$ cat config.mk
export PLATFORM = sky130hd
export DESIGN_NAME = comparator_rel_serial
export DESIGN_NICKNAME = d
export VERILOG_FILES = /design/src/rtl/comparator_pkg.sv /design/src/rtl/comparator_rel_serial.sv
export SDC_FILE = /design/constraint.sdc
export NUM_CORES = 1
export LEC_CHECK = 0
export ABC_AREA = 1
export BUFFER_PORTS_ARGS = -buffer_cell sky130_fd_sc_hd__buf_2
export CAP_MARGIN = 20
export CORE_MARGIN = 4
export CORE_UTILIZATION = 54
export DETAILED_ROUTE_END_ITERATION = 7
export HOLD_SLACK_MARGIN = 0.1
export MAX_ROUTING_LAYER = met4
export PLACE_DENSITY = 0.79
export SYNTH_ARGS = -nofsm -noshare
export SYNTH_HDL_FRONTEND = slang
export SYNTH_SLANG_ARGS = --single-unit
export TNS_END_PERCENT = 10
$ cat constraint.sdc
create_clock -name clk -period 1.6 [get_ports clk]
set_input_delay 0.16 -clock clk [delete_from_list [all_inputs] [get_ports clk]]
set_output_delay 0.16 -clock clk [all_outputs]
set_load 0.05 [all_outputs]
$ cat src/rtl/comparator_pkg.sv
// Shared types and relation encodings for the serial magnitude comparator
// and any other block that consumes a three-way relation result.
package comparator_pkg;

  // Comparator control states
  typedef enum logic [1:0] {
    CMP_IDLE  = 2'd0,
    CMP_SHIFT = 2'd1,
    CMP_DONE  = 2'd2
  } cmp_state_t;

  // Relation encoding, bit order {EQ, GT, LT}; exactly one bit set once a
  // compare has finished, all zero while a compare is pending.
  localparam int         REL_W    = 3;
  localparam logic [2:0] REL_NONE = 3'b000;
  localparam logic [2:0] REL_EQ   = 3'b100;
  localparam logic [2:0] REL_GT   = 3'b010;
  localparam logic [2:0] REL_LT   = 3'b001;

endpackage : comparator_pkg

$ cat src/rtl/comparator_rel_serial.sv
// Bit-serial, MSB-first unsigned magnitude comparator.
// Operands are captured on an accepted start, then one bit pair is compared
// per cycle; the first differing bit decides the result immediately.
// busy/done/EQ/GT/LT all come straight from flops.
module comparator_rel_serial
  import comparator_pkg::*;
#(
  parameter int WIDTH = 8
) (
  input  logic             clk,
  input  logic             rst_n,
  input  logic             start,
  input  logic [WIDTH-1:0] a,
  input  logic [WIDTH-1:0] b,
  output logic             busy,
  output logic             done,
  output logic             EQ,
  output logic             GT,
  output logic             LT
);

  // Counter just wide enough to hold WIDTH-1
  localparam int CNT_W = (WIDTH > 1) ? $clog2(WIDTH) : 1;

  generate
    if (WIDTH < 2) begin : g_width_check
      $error("comparator_rel_serial: WIDTH must be >= 2");
    end
  endgenerate

  cmp_state_t       state_q, state_d;
  logic [WIDTH-1:0] a_sh_q, a_sh_d;
  logic [WIDTH-1:0] b_sh_q, b_sh_d;
  logic [CNT_W-1:0] cnt_q, cnt_d;
  logic [REL_W-1:0] rel_q, rel_d;
  logic             busy_q, busy_d;
  logic             done_q, done_d;

  logic             a_msb_s;
  logic             b_msb_s;
  logic             bits_differ_s;
  logic             last_bit_s;

  assign a_msb_s       = a_sh_q[WIDTH-1];
  assign b_msb_s       = b_sh_q[WIDTH-1];
  assign bits_differ_s = (a_msb_s != b_msb_s);
  assign last_bit_s    = (cnt_q == {CNT_W{1'b0}});

  // State, datapath and output registers; async reset aborts any compare
  always_ff @(posedge clk or negedge rst_n) begin
    if (!rst_n) begin
      state_q <= CMP_IDLE;
      a_sh_q  <= {WIDTH{1'b0}};
      b_sh_q  <= {WIDTH{1'b0}};
      cnt_q   <= {CNT_W{1'b0}};
      rel_q   <= REL_NONE;
      busy_q  <= 1'b0;
      done_q  <= 1'b0;
    end else begin
      state_q <= state_d;
      a_sh_q  <= a_sh_d;
      b_sh_q  <= b_sh_d;
      cnt_q   <= cnt_d;
      rel_q   <= rel_d;
      busy_q  <= busy_d;
      done_q  <= done_d;
    end
  end

  // Next-state logic: leave SHIFT on the first differing bit or after the LSB
  always_comb begin
    state_d = state_q;
    case (state_q)
      CMP_IDLE: begin
        if (start) begin
          state_d = CMP_SHIFT;
        end else begin
          state_d = CMP_IDLE;
        end
      end
      CMP_SHIFT: begin
        if (bits_differ_s || last_bit_s) begin
          state_d = CMP_DONE;
        end else begin
          state_d = CMP_SHIFT;
        end
      end
      CMP_DONE: begin
        state_d = CMP_IDLE;
      end
      default: begin
        state_d = CMP_IDLE;
      end
    endcase
  end

  // Datapath: capture operands, shift MSB-first, and record the relation
  always_comb begin
    a_sh_d = a_sh_q;
    b_sh_d = b_sh_q;
    cnt_d  = cnt_q;
    rel_d  = rel_q;
    case (state_q)
      CMP_IDLE: begin
        if (start) begin
          a_sh_d = a;
          b_sh_d = b;
          cnt_d  = CNT_W'(WIDTH - 1);
          rel_d  = REL_NONE;
        end else begin
          rel_d  = rel_q;
        end
      end
      CMP_SHIFT: begin
        if (bits_differ_s) begin
          // The operand holding the 1 is the larger one
          rel_d = a_msb_s ? REL_GT : REL_LT;
        end else if (last_bit_s) begin
          rel_d = REL_EQ;
        end else begin
          a_sh_d = {a_sh_q[WIDTH-2:0], 1'b0};
          b_sh_d = {b_sh_q[WIDTH-2:0], 1'b0};
          cnt_d  = cnt_q - CNT_W'(1);
        end
      end
      CMP_DONE: begin
        rel_d = rel_q;
      end
      default: begin
        rel_d = REL_NONE;
      end
    endcase
  end

  // Output decode from the next state so busy/done line up with the state flop
  always_comb begin
    busy_d = (state_d != CMP_IDLE);
    done_d = (state_d == CMP_DONE);
  end

  assign busy = busy_q;
  assign done = done_q;
  assign EQ   = rel_q[2];
  assign GT   = rel_q[1];
  assign LT   = rel_q[0];

endmodule : comparator_rel_serial

==> flow_results.org <==
** Yosys
- FF+latch count, synth :: 26
- Proportion of synthesized chip area in sequential cells :: a little under 50%
- After synthesis the cells add up to roughly 0.0013 sq mm.
- Share of Yosys cell area claimed by the top area cell type :: 49.4%
- Summed over all instances, the cell type with the most area after synthesis is dfrtp_1.
- Synthesis produced a netlist whose cell count is ~170.
- Yosys warning count :: 0
- Syn nets :: roughly 200
- Counting distinct cell types in the post-synthesis netlist gives 14.
- Top cells by area in the synthesized netlist :: dfrtp_1 49%, nand2_1 28%, nand3_1 7.2%
- Mean area per synthesized cell :: about 7.7 sq um

** GRT
- Wire length of the first global-routing pass :: 4770 um
- For this run the aggregate overflow at the end of global routing stands at 0.
- The initial antenna violation count came to 0.
- Gr usage total :: between 10% and 20%
- Entering global routing, the biggest net connects 27 pins.
- The via count of the first global-routing pass was roughly 1100.

** Final layout
- Final Net Count :: 226
- Of the cells placed in the final design, the portion with a size suffix greater than 1 is approximately a fifth.
- Layout overhead on the synthesized area :: 17.3%
- The number of antenna diodes in the final layout is 0.

** Pwr
- Static Leakage :: around 0.9 nW
- VDD sags by at most 1.06 mV.
- The completed layout was analyzed and its total power is between 0.003 and 0.004 W.
- Power density over cell area :: just over 2000 mW/mm^2

** Route
- The detailed router placed approximately 1100 vias in this run.
- Once detail routing completed, the nets flagged for antenna violations numbered 0.
- The first TritonRoute pass finished after 4 iterations.
- In the final routed layout, each cell accounts on average for 12.1 um.
- In the routed design, unresolved DRC markers number 0.
- Via count normalized by instance count :: about 4.9
- The routed design has about 2800 um of wire.
- Number of DRC violations after detailed-routing iteration 0 :: 17

** Timing
- Worst-Margin Slew :: just under 0.6 ns
- Setup violations remaining at the end of the flow were counted as 0.
- Final total negative setup slack :: 0 ns
- Setup repair after global routing left no endpoint under its margin.
- The hold violation count in the final report came to 0.
- Highest clock rate :: between 600 and 700 MHz
- Worst Skew :: between 0.003 and 0.004 ns
- The worst path uses about nine tenths of the clock period.
- Max-Slew Margin vs Limit :: approximately three fifths
- Count of pins over their slew limit :: 0
- The smallest clock period supported by the final layout is computed as 1.43 ns.

** Floorplan
- The floorplan step set the die height to 57.4 um.
- After floorplanning, the core was sized to cover 0.00228 sq mm.
- Horizontal die dimension :: around 57 um
- Die Footprint :: around 0.0033 sq mm
- In this run the core area contains 17 standard-cell rows.
- The initial utilization of the core area, before any placement, comes to 57.8%.
- For this design the top-level I/O count stands at 24.

** Setup path
- Kind of start point of the critical path :: flip-flop
- CP Data Arrival Time :: about 1.7 ns
- Crit-path max FO :: 9
- The worst setup path is captured at a flip-flop.
- Register-to-Register Path Depth :: 7
- Critical path buffer and inverter count :: 2
- The startpoint identified for the worst register-to-register timing path is cnt_q[0]$_DFFE_PN0P_.
- The worst setup path is of the flip-flop to flip-flop kind.
- Most frequent cell on the critical path :: nand2_1
- On the worst path, the slowest cell contributes a delay of 0.37 ns.
- CP delay by family, top :: simple AND/OR/NAND/NOR gates
- Across all register-to-register paths, the minimum setup slack is between 0.15 and 0.2 ns.
- The slowest stage of the critical path belongs to the cell dfrtp_1.
- Critical-path cell list :: inv_1 > ha_1 > nand2_1 > nand3_4 > buf_4 > nand3_1 > nand2_1
- The worst register-to-register path ends at b_sh_q[7]$_DFFE_PN0P_.
- Data required time of the worst path :: around 1.8 ns

** Hold path
- Number of cells on the worst hold path :: 5
- The path class of the tightest hold or removal check is input pin to flip-flop.
- The startpoint identified for the worst hold timing path is b[3].
- For hold timing, the worst endpoint is b_sh_q[3]$_DFFE_PN0P_.

** Clock network
- Once the clock tree was built, the setup fixing pass inserted 0 buffers.
- For the worst-skew pair, the clock arrives at the later sink with an insertion delay of ~0.33 ns.
- Clock tree synthesis selected as its root buffer the cell clkbuf_4.
- TritonCTS built the clock tree.
- For this design, the sink count on the clock tree is 26.
- In this run the deepest clock path goes through 2 buffers.
- Clock-pin slew was measured on the worst setup and hold paths at between 0.1 and 0.15 ns.
- H-Tree Level Count :: 1
- Total CTS buffers :: 3

** Place
- Total of buffers placed on input and output ports :: 23
- Final Wtd Congestion :: 0.813
- HPWL reported at the end of detailed placement :: 1880 um

** Run
- Across the run, the number of max-cap violations was 0.

** Outcome
- Status :: finished, final reports clean
-- layer usage --
| metal | track usage, % | vias to the layer above | routed length [um] |
|---|---|---|---|
| met1 | 24.7 | 518 | 1230 |
| met4 | 7.95 | 0 | 47 |
| li1 | - | 589 | - |
| met3 | 2.71 | 5 | 92 |
| met5 | - | - | 0 |
| met2 | 30.6 | 24 | 1400 |
-- sequential cells by signal, summed over array words and instances (netlist names) --
register  cells
rel_q         3
state_q       2
a_sh_q        8
b_sh_q        8
busy          1
done          1
cnt_q         3
-- stage by stage --
step,hold slack (ns),utilization [%],cells,area (sq um),setup WS [ns]
finish,0.112,67.8,230,1540,0.170
CTS,0.107,67.5,230,1540,0.138
floorplan,-0.136,-,172,1320,0.283
global placement,0.181,63.7,221,1450,0.227
detailed placement,0.187,63.7,221,1450,0.171
global route,0.106,67.8,230,1540,0.0443
-- worst max path at each step --
stage | start | to | cells past startpoint
after floorplan | a_sh_q[7]$_DFFE_PN0P_ | rel_q[0]$_DFFE_PN0P_ | 7
after global placement | b_sh_q[7]$_DFFE_PN0P_ | a_sh_q[7]$_DFFE_PN0P_ | 5
after detailed placement | cnt_q[0]$_DFFE_PN0P_ | b_sh_q[7]$_DFFE_PN0P_ | 7
after CTS | cnt_q[0]$_DFFE_PN0P_ | b_sh_q[7]$_DFFE_PN0P_ | 7
after global routing | cnt_q[0]$_DFFE_PN0P_ | b_sh_q[7]$_DFFE_PN0P_ | 7
final | cnt_q[0]$_DFFE_PN0P_ | b_sh_q[7]$_DFFE_PN0P_ | 7
-- layout by cell type, fill, tap and decap left out, drive strengths merged --
cell type	synthesis	layout
nand2	101	101
buf	7	28
dfrtp	26	26
nand3	20	20
inv	10	10
dlygate4sd3	0	5
ha	4	4
clkbuf	0	4
a21oi	2	2
nor2	1	1
nand4	1	1
-- worst register-to-register path, cell delays in order, from the launching register on --
cell and delay (ns):
dfrtp_1 0.37, inv_1 0.07, ha_1 0.20, nand2_1 0.20, nand3_4 0.15, buf_4 0.20
nand3_1 0.08, nand2_1 0.07
-- cell families (layout without fill, tap and decap cells) --
kind of cell    count (synthesis)  in the layout  share of synthesized area, %
compound gates                  2              2                         0.760
simple gates                  123            123                          39.1
buf+inv                        17             47                          6.94
flops                          26             26                          49.4
fa+ha+maj                       4              4                          3.80
-- power breakdown --
part / leakage, nW / total, W / internal (W) / switching, W
clock: 0.0210 / 0.000335 / 0.000139 / 0.000196
combinational: 0.570 / 0.00165 / 0.000549 / 0.00110
sequential: 0.325 / 0.00113 / 0.000961 / 0.000170
total: 0.916 / 0.00312 / 0.00165 / 0.00147
-- layout make-up --
class / instances / area [sq um]
inverters: 10 / 37.5
multi-input cells: 129 / 582
repair buffers: 33 / 203
flip-flops and latches: 26 / 651
clock buffers: 4 / 36.3
well taps: 28 / 35.0
fillers: 187 / 732
-- Yosys cell counts (all sizes together) --
| cell type | number |
|---|---|
| a21oi | 2 |
| buf | 7 |
| dfrtp | 26 |
| ha | 4 |
| inv | 10 |
| nand2 | 101 |
| nand3 | 20 |
| nand4 | 1 |
| nor2 | 1 |
-- what timing repair did --
item | in CTS | in global routing
hold buffers | 5 | 0
gates resized for setup | 0 | 1
hold endpoints to repair | 30 | 0
setup endpoints to repair | 0 | 2
Power figures use the tool's default switching activity.
